<file path="config.mk">
export PLATFORM = sky130hd
export DESIGN_NAME = serial_out_port_flat
export DESIGN_NICKNAME = d
export VERILOG_FILES = /design/src/rtl/serial_out_port_pkg.sv /design/src/rtl/serial_out_port_if.sv /design/src/rtl/serial_out_port_bit_timer.sv /design/src/rtl/serial_out_port.sv /design/src/flat_wrapper.sv
export SDC_FILE = /design/constraint.sdc
export NUM_CORES = 1
export LEC_CHECK = 0
export BUFFER_PORTS_ARGS = -buffer_cell sky130_fd_sc_hd__buf_2
export CAP_MARGIN = 20
export CORE_ASPECT_RATIO = 0.9
export CORE_MARGIN = 4
export CORE_UTILIZATION = 45
export DETAILED_ROUTE_END_ITERATION = 16
export PLACE_DENSITY = 0.72
export SLEW_MARGIN = 5
export SYNTH_ARGS = -nofsm -noshare
export SYNTH_HDL_FRONTEND = slang
export SYNTH_HIERARCHICAL = 1
export SYNTH_SLANG_ARGS = --single-unit
</file>
<file path="constraint.sdc">
create_clock -name CLK -period 1.64 [get_ports CLK]
set_input_delay 0.164 -clock CLK [delete_from_list [all_inputs] [get_ports CLK]]
set_output_delay 0.164 -clock CLK [all_outputs]
set_load 0.005 [all_outputs]
</file>
<file path="src/rtl/serial_out_port_pkg.sv">
// Shared definitions for the serial output port and the other W-bus blocks:
// FSM encodings, bus constants and a counter-width helper.
package serial_out_port_pkg;

    typedef enum logic [1:0] {
        IDLE  = 2'd0,
        START = 2'd1,
        DATA  = 2'd2,
        STOP  = 2'd3
    } sop_state_e;

    localparam int unsigned W_BUS_WIDTH = 8;

    localparam logic [W_BUS_WIDTH-1:0] HIGH_IMPEDANCE = {W_BUS_WIDTH{1'bz}};
    localparam logic [W_BUS_WIDTH-1:0] ZERO_STATE     = {W_BUS_WIDTH{1'b0}};

    // Counter width for a modulo-n count; never narrower than one bit.
    function automatic int unsigned cnt_width(input int unsigned n);
        return (n > 1) ? $clog2(n) : 1;
    endfunction

endpackage

</file>
<file path="src/rtl/serial_out_port_if.sv">
// W-bus load request and serial/status outputs of output port 4.
interface serial_out_port_if #(
    parameter int unsigned WIDTH = 8
);
    logic [WIDTH-1:0] WBUS;
    logic             nLo4;
    logic             SOUT;
    logic             READY;
    logic             DONE;
    logic [WIDTH-1:0] SHREG;

    modport master (output WBUS, nLo4, input SOUT, READY, DONE, SHREG);
    modport slave  (input WBUS, nLo4, output SOUT, READY, DONE, SHREG);
endinterface

</file>
<file path="src/rtl/serial_out_port_bit_timer.sv">
// Modulo-BIT_CYCLES counter that flags the last clock of each serial bit.
// Held at zero while disabled and cleared whenever the FSM changes state.
module serial_out_port_bit_timer
    import serial_out_port_pkg::*;
#(
    parameter int unsigned BIT_CYCLES = 4
) (
    input  logic clk_i,
    input  logic rst_ni,
    input  logic en_i,
    input  logic restart_i,
    output logic tc_o
);
    localparam int unsigned CW = cnt_width(BIT_CYCLES);
    localparam logic [CW-1:0] LAST = CW'(BIT_CYCLES - 1);

    logic [CW-1:0] count_q, count_d;

    // NOTE: a default assignment at the top of every always_comb keeps all
    // paths assigned, so no latch can be inferred.
    always_comb begin
        count_d = count_q;
        if (restart_i || !en_i || count_q == LAST) begin
            count_d = '0;
        end else begin
            count_d = count_q + CW'(1);
        end
    end

    // NOTE: state registers use non-blocking assignments so every flop samples
    // the pre-edge value of its inputs regardless of process ordering.
    always_ff @(posedge clk_i or negedge rst_ni) begin
        if (!rst_ni) begin
            count_q <= '0;
        end else begin
            count_q <= count_d;
        end
    end

    // Must not depend on restart_i: restart is itself derived from this flag.
    assign tc_o = en_i && (count_q == LAST);

endmodule

</file>
<file path="src/rtl/serial_out_port.sv">
// SAP-II output port 4: captures a W-bus byte on nLo4 and sends it LSB-first
// with a start (0) and stop (1) bit, each bit held for BIT_CYCLES clocks.
module serial_out_port
    import serial_out_port_pkg::*;
#(
    parameter int unsigned WIDTH      = 8,
    parameter int unsigned BIT_CYCLES = 4
) (
    input logic               CLK,
    input logic               nCLR,
    serial_out_port_if.slave  bus
);
    localparam int unsigned BW = cnt_width(WIDTH);
    localparam logic [BW-1:0] LAST_BIT = BW'(WIDTH - 1);

    sop_state_e       state_q, state_d;
    logic [BW-1:0]    bit_q, bit_d;
    logic [WIDTH-1:0] shreg_q, shreg_d;
    logic             sout_q, sout_d;
    logic             ready_q, ready_d;
    logic             done_q, done_d;
    logic             bit_tc;

    serial_out_port_bit_timer #(
        .BIT_CYCLES (BIT_CYCLES)
    ) u_bit_timer (
        .clk_i     (CLK),
        .rst_ni    (nCLR),
        .en_i      (state_q != IDLE),
        .restart_i (state_q != state_d),
        .tc_o      (bit_tc)
    );

    always_ff @(posedge CLK or negedge nCLR) begin
        if (!nCLR) begin
            state_q <= IDLE;
        end else begin
            state_q <= state_d;
        end
    end

    always_comb begin
        state_d = state_q;
        case (state_q)
            IDLE:    if (!bus.nLo4) state_d = START;
            START:   if (bit_tc) state_d = DATA;
            DATA:    if (bit_tc && bit_q == LAST_BIT) state_d = STOP;
            STOP:    if (bit_tc) state_d = IDLE;
            default: state_d = IDLE;
        endcase
    end

    // Loads only from IDLE, so W-bus activity during a frame is ignored.
    always_comb begin
        shreg_d = shreg_q;
        bit_d   = bit_q;
        if (state_q == IDLE && state_d == START) begin
            shreg_d = bus.WBUS;
            bit_d   = '0;
        end else if (state_q == DATA && bit_tc) begin
            shreg_d = {1'b0, shreg_q[WIDTH-1:1]};
            bit_d   = (bit_q == LAST_BIT) ? '0 : bit_q + BW'(1);
        end
    end

    // Outputs are decoded from the next state and registered, so SOUT changes
    // on the same edge as the state it belongs to.
    always_comb begin
        case (state_d)
            START:   sout_d = 1'b0;
            DATA:    sout_d = shreg_d[0];
            default: sout_d = 1'b1;
        endcase
        ready_d = (state_d == IDLE);
        done_d  = (state_q == STOP) && (state_d == IDLE);
    end

    // NOTE: SHREG is a visible output, not a storage array, so it is reset
    // along with the control flops.
    always_ff @(posedge CLK or negedge nCLR) begin
        if (!nCLR) begin
            bit_q   <= '0;
            shreg_q <= '0;
            sout_q  <= 1'b1;
            ready_q <= 1'b1;
            done_q  <= 1'b0;
        end else begin
            bit_q   <= bit_d;
            shreg_q <= shreg_d;
            sout_q  <= sout_d;
            ready_q <= ready_d;
            done_q  <= done_d;
        end
    end

    assign bus.SOUT  = sout_q;
    assign bus.READY = ready_q;
    assign bus.DONE  = done_q;
    assign bus.SHREG = shreg_q;

endmodule

</file>
<file path="src/flat_wrapper.sv">
// flat-port wrapper written by rule: the top's interface ports become plain ports
module serial_out_port_flat import serial_out_port_pkg::*;
#(
    parameter int unsigned WIDTH      = 8,
    parameter int unsigned BIT_CYCLES = 4
)
  (CLK, nCLR, bus_WBUS, bus_nLo4, bus_SOUT, bus_READY, bus_DONE, bus_SHREG);
  serial_out_port_if #(.WIDTH(WIDTH)) bus_i ();
  input logic CLK;
  input logic nCLR;
  input wire logic [$bits(bus_i.WBUS)-1:0] bus_WBUS;
  input wire logic [$bits(bus_i.nLo4)-1:0] bus_nLo4;
  output wire logic [$bits(bus_i.SOUT)-1:0] bus_SOUT;
  output wire logic [$bits(bus_i.READY)-1:0] bus_READY;
  output wire logic [$bits(bus_i.DONE)-1:0] bus_DONE;
  output wire logic [$bits(bus_i.SHREG)-1:0] bus_SHREG;
  assign bus_i.WBUS = bus_WBUS;
  assign bus_i.nLo4 = bus_nLo4;
  assign bus_SOUT = bus_i.SOUT;
  assign bus_READY = bus_i.READY;
  assign bus_DONE = bus_i.DONE;
  assign bus_SHREG = bus_i.SHREG;
  serial_out_port #(.WIDTH(WIDTH), .BIT_CYCLES(BIT_CYCLES)) u_core (.CLK(CLK), .nCLR(nCLR), .bus(bus_i));
endmodule
</file>
==> summary.md <==
| Metric | Value |
|---|---|
| Status | finished, final reports clean |
| Synth Instances | 74 |
| Layout cell share with drive strength beyond 1 | 44.34% |
| Fillcell total | 149 |
| Slowest cell delay on critical path | 0.41 ns |
| Synth cell types | 30 |
| MaxCap Viol Count | 0 |
| R2R Setup Slk | 0.02 ns |
| Hold Path End | u_core/bus.SHREG[0]$_DFF_PN0_ |
| Syn nets | 88 |
| Final nets | 121 |
| Final hold vios | 0 |
| CP bufs+invs | 0 |
| Wire length per cell | 13.62 um |
| End-of-flow core utilization | 63.86% |
| Post-synth EDFFs | 0 |
| Fmax | 0.6155 GHz |
| Worst path slowest cell | dfrtp_1 |
| Initial DRC Count | 8 |
| First-pass GRT wire length | 3056 um |
| Antenna Nets Post-Route | 0 |
| Final worst slack | 0.01521 ns |
| Crit path DAT | 1.85 ns |
| Fin crit period | 1.625 ns |
| Commonest non-fill, non-tap cell in the layout | buf_2 |
| Asr flop ratio synth | 100.0% |
| Critical Path RT | 1.87 ns |
| Setup crit end kind | flip-flop |
| Slew HR | 73.81% |
| Clk buf depth | 2 |
| Synth Register Bits | 18 |
| Fin Clk Skew | 0.003912 ns |
| Synth area leader | dfrtp_1 |
| Crit-path cells | ha_1 -> ha_1 -> and3_4 -> o31a_1 -> mux2_4 |
| Initial antenna violation count | 0 |
| Slew Viols, Final | 0 |
| Pwr Density | 1673 nW/um^2 |
| N_diodes | 0 |
| Crit path depth | 5 |
| Setup violations, final | 0 |
| Synth warn | 6 |
| Hold path cells | 3 |
| Number of global-route vias before repair | 709 |
| Setup TNS | 0 ns |
| CTS Buf Count | 3 |
| Critical setup path kind | reg -> reg |
| Family with the most delay on the worst path | adder cells |
| Starting Density | 50.14% |
| Length of the first detailed-routing pass in iterations | 4 |
| Post-synth top area share | 45.58% |
| Clock Latency Late Sink | 0.29 ns |
| RSZ-0062 raised after global routing | true |
| Port bufs | 21 |
| Area contributors post-synth | dfrtp_1 (46%), a22o_1 (7.0%), dfstp_2 (6.0%) |
| Largest net degree at the start of global routing | 19 |
| Setup WS pre-CTS | -0.06920 ns |
| Core area | 1752 sq um |
| Die Height | 49.91 um |
| DRC viols | 0 |
| Final HPWL DP | 1327 um |
| GRT Util Overall | 15.31% |
| Num ports | 22 |
| Mapped Area | 878.3 sq um |
| Worst-path clk slew | 0.10 ns |
| Predominant post-synthesis flop cell | dfrtp_1 |
| FP Rows | 14 |
| Leakage | 0.5968 nW |
| FF-to-FF End | u_core/bus.SOUT$_DFF_PN1_ |
| Final period utilization | 99.07% |
| Hold WC Path Type | in -> reg |
| Congestion Overflow GR | 0 |
| Root Driver | clkbuf_4 |
| Reg2reg start | u_core/bit_q[0]$_DFFE_PN0P_ |
| CTS tree | yes |
| P&R area growth vs syn | 27.35% |
| Register area share after synthesis | 51.57% |
| IR Drop Worst-Case VDD | 1.044 mV |
| Worst Path Max Fanout | 2 |
| Die area | 2724 sq um |
| Average via count per standard cell | 5.254 |
| Crit-path most repeated cell | ha_1 |
| Sink Count | 18 |
| Vias | 683 |
| Measured slew at the worst slew-check pin | 0.3929 ns |
| Chip width | 54.57 um |
| Reg2reg path depth | 5 |
| Most frequent cells in the layout | buf_2 (21), dfrtp_1 (16), buf_4 (9) |
| Drt total wl | 1771 um |
| Worst Min Path Start | bus_WBUS[0] |
| Startpoint types | flip-flop |
| RePlAce Congestion | 0.7515 |
| H-Tree Depth | 1 |
| Synth Area per Inst | 11.87 sq um |
-- where the power goes --
part / switching (mW) / internal (mW)
sequential: 0.108 / 0.648
combinational: 0.379 / 0.468
clock: 0.133 / 0.135
-- worst min-delay path: cells and delay by family --
family / cells / cell delay (ns)
buffers and inverters: 1 / 0.07
AO/OA/AOI/OAI: 1 / 0.06
AND/OR/NAND/NOR: 1 / 0.04
-- layer usage --
| layer | share of wire [%] | vias to the layer above | GRT usage (%) |
|---|---|---|---|
| met2 | 51 | 17 | 25.10 |
| met5 | 0 | - | 0 |
| met1 | 43 | 327 | 17.58 |
| met3 | 5.7 | 2 | 6.928 |
| li1 | - | 337 | - |
| met4 | 0.56 | 0 | 4.149 |
-- flip-flops by register name, indices dropped and copies added (netlist names) --
name / flops
u_core/bit_q: 3
u_core/bus.READY: 1
u_core/state_q: 2
u_core/bus.SOUT: 1
u_core/u_bit_timer/count_q: 2
u_core/bus.SHREG: 8
u_core/bus.DONE: 1
-- Yosys cell counts (2+ instances only) --
| cell | number |
|---|---|
| dfrtp_1 | 16 |
| dfstp_2 | 2 |
| nand3b_1 | 2 |
| nand2_1 | 6 |
| inv_1 | 2 |
| a22o_1 | 7 |
| nor2_1 | 2 |
| a21o_1 | 6 |
| and3b_1 | 2 |
| or2_1 | 2 |
| ha_1 | 3 |
| a21boi_0 | 2 |
| a21oi_1 | 4 |
| buf_6 | 2 |
-- through the flow --
stage | std cells | total power [mW] | hold WS [ns] | area, sq um
after floorplan | 74 | 1.293 | -0.1316 | 888.4
after global placement | 123 | 1.540 | 0.1097 | 1046
after detailed placement | 123 | 1.582 | 0.1152 | 1046
after CTS | 128 | 1.857 | 0.07107 | 1094
after global routing | 130 | 2.028 | 0.06478 | 1119
final | 130 | 1.872 | 0.08960 | 1119
-- how the worst max path moves through the flow --
stage                                endpoint                                    start
floorplan           u_core/bus.SOUT$_DFF_PN1_              u_core/state_q[1]$_DFF_PN0_
global placement    u_core/bus.SOUT$_DFF_PN1_  u_core/u_bit_timer/count_q[0]$_DFF_PN0_
detailed placement  u_core/bus.SOUT$_DFF_PN1_  u_core/u_bit_timer/count_q[0]$_DFF_PN0_
CTS                 u_core/bus.SOUT$_DFF_PN1_              u_core/bit_q[0]$_DFFE_PN0P_
global route        u_core/bus.SOUT$_DFF_PN1_              u_core/bit_q[0]$_DFFE_PN0P_
finish              u_core/bus.SOUT$_DFF_PN1_              u_core/bit_q[0]$_DFFE_PN0P_
-- cell type report --
type / instances / area (sq um) / share of cell area [%]
multi-input combinational: 51 / 409.1 / 36.58
sequential: 18 / 452.9 / 40.49
clock buffer: 4 / 36.28 / 3.244
timing repair buffer: 31 / 182.7 / 16.33
tap: 24 / 30.03 / 2.685
inverter: 2 / 7.507 / 0.6711
-- cell families (layout without fill, tap and decap cells) --
group	after synthesis	after routing	share of synthesized area [%]
simple gates	23	24	18.24
buf+inv	6	37	4.843
mux	1	1	1.709
fa+ha+maj	3	3	4.274
flops	18	18	51.57
compound gates	23	23	19.37
-- repair_timing --
item / 4_1_cts / 5_1_grt
hold buffers: 1 / 0
setup buffers: 0 / 1
resized for setup: 1 / 4
endpoints found under the setup margin: 1 / 12
cloned: 0 / 1
endpoints found under the hold margin: 16 / 0
pin swaps: 0 / 1
(Power assumes the default switching activity.)
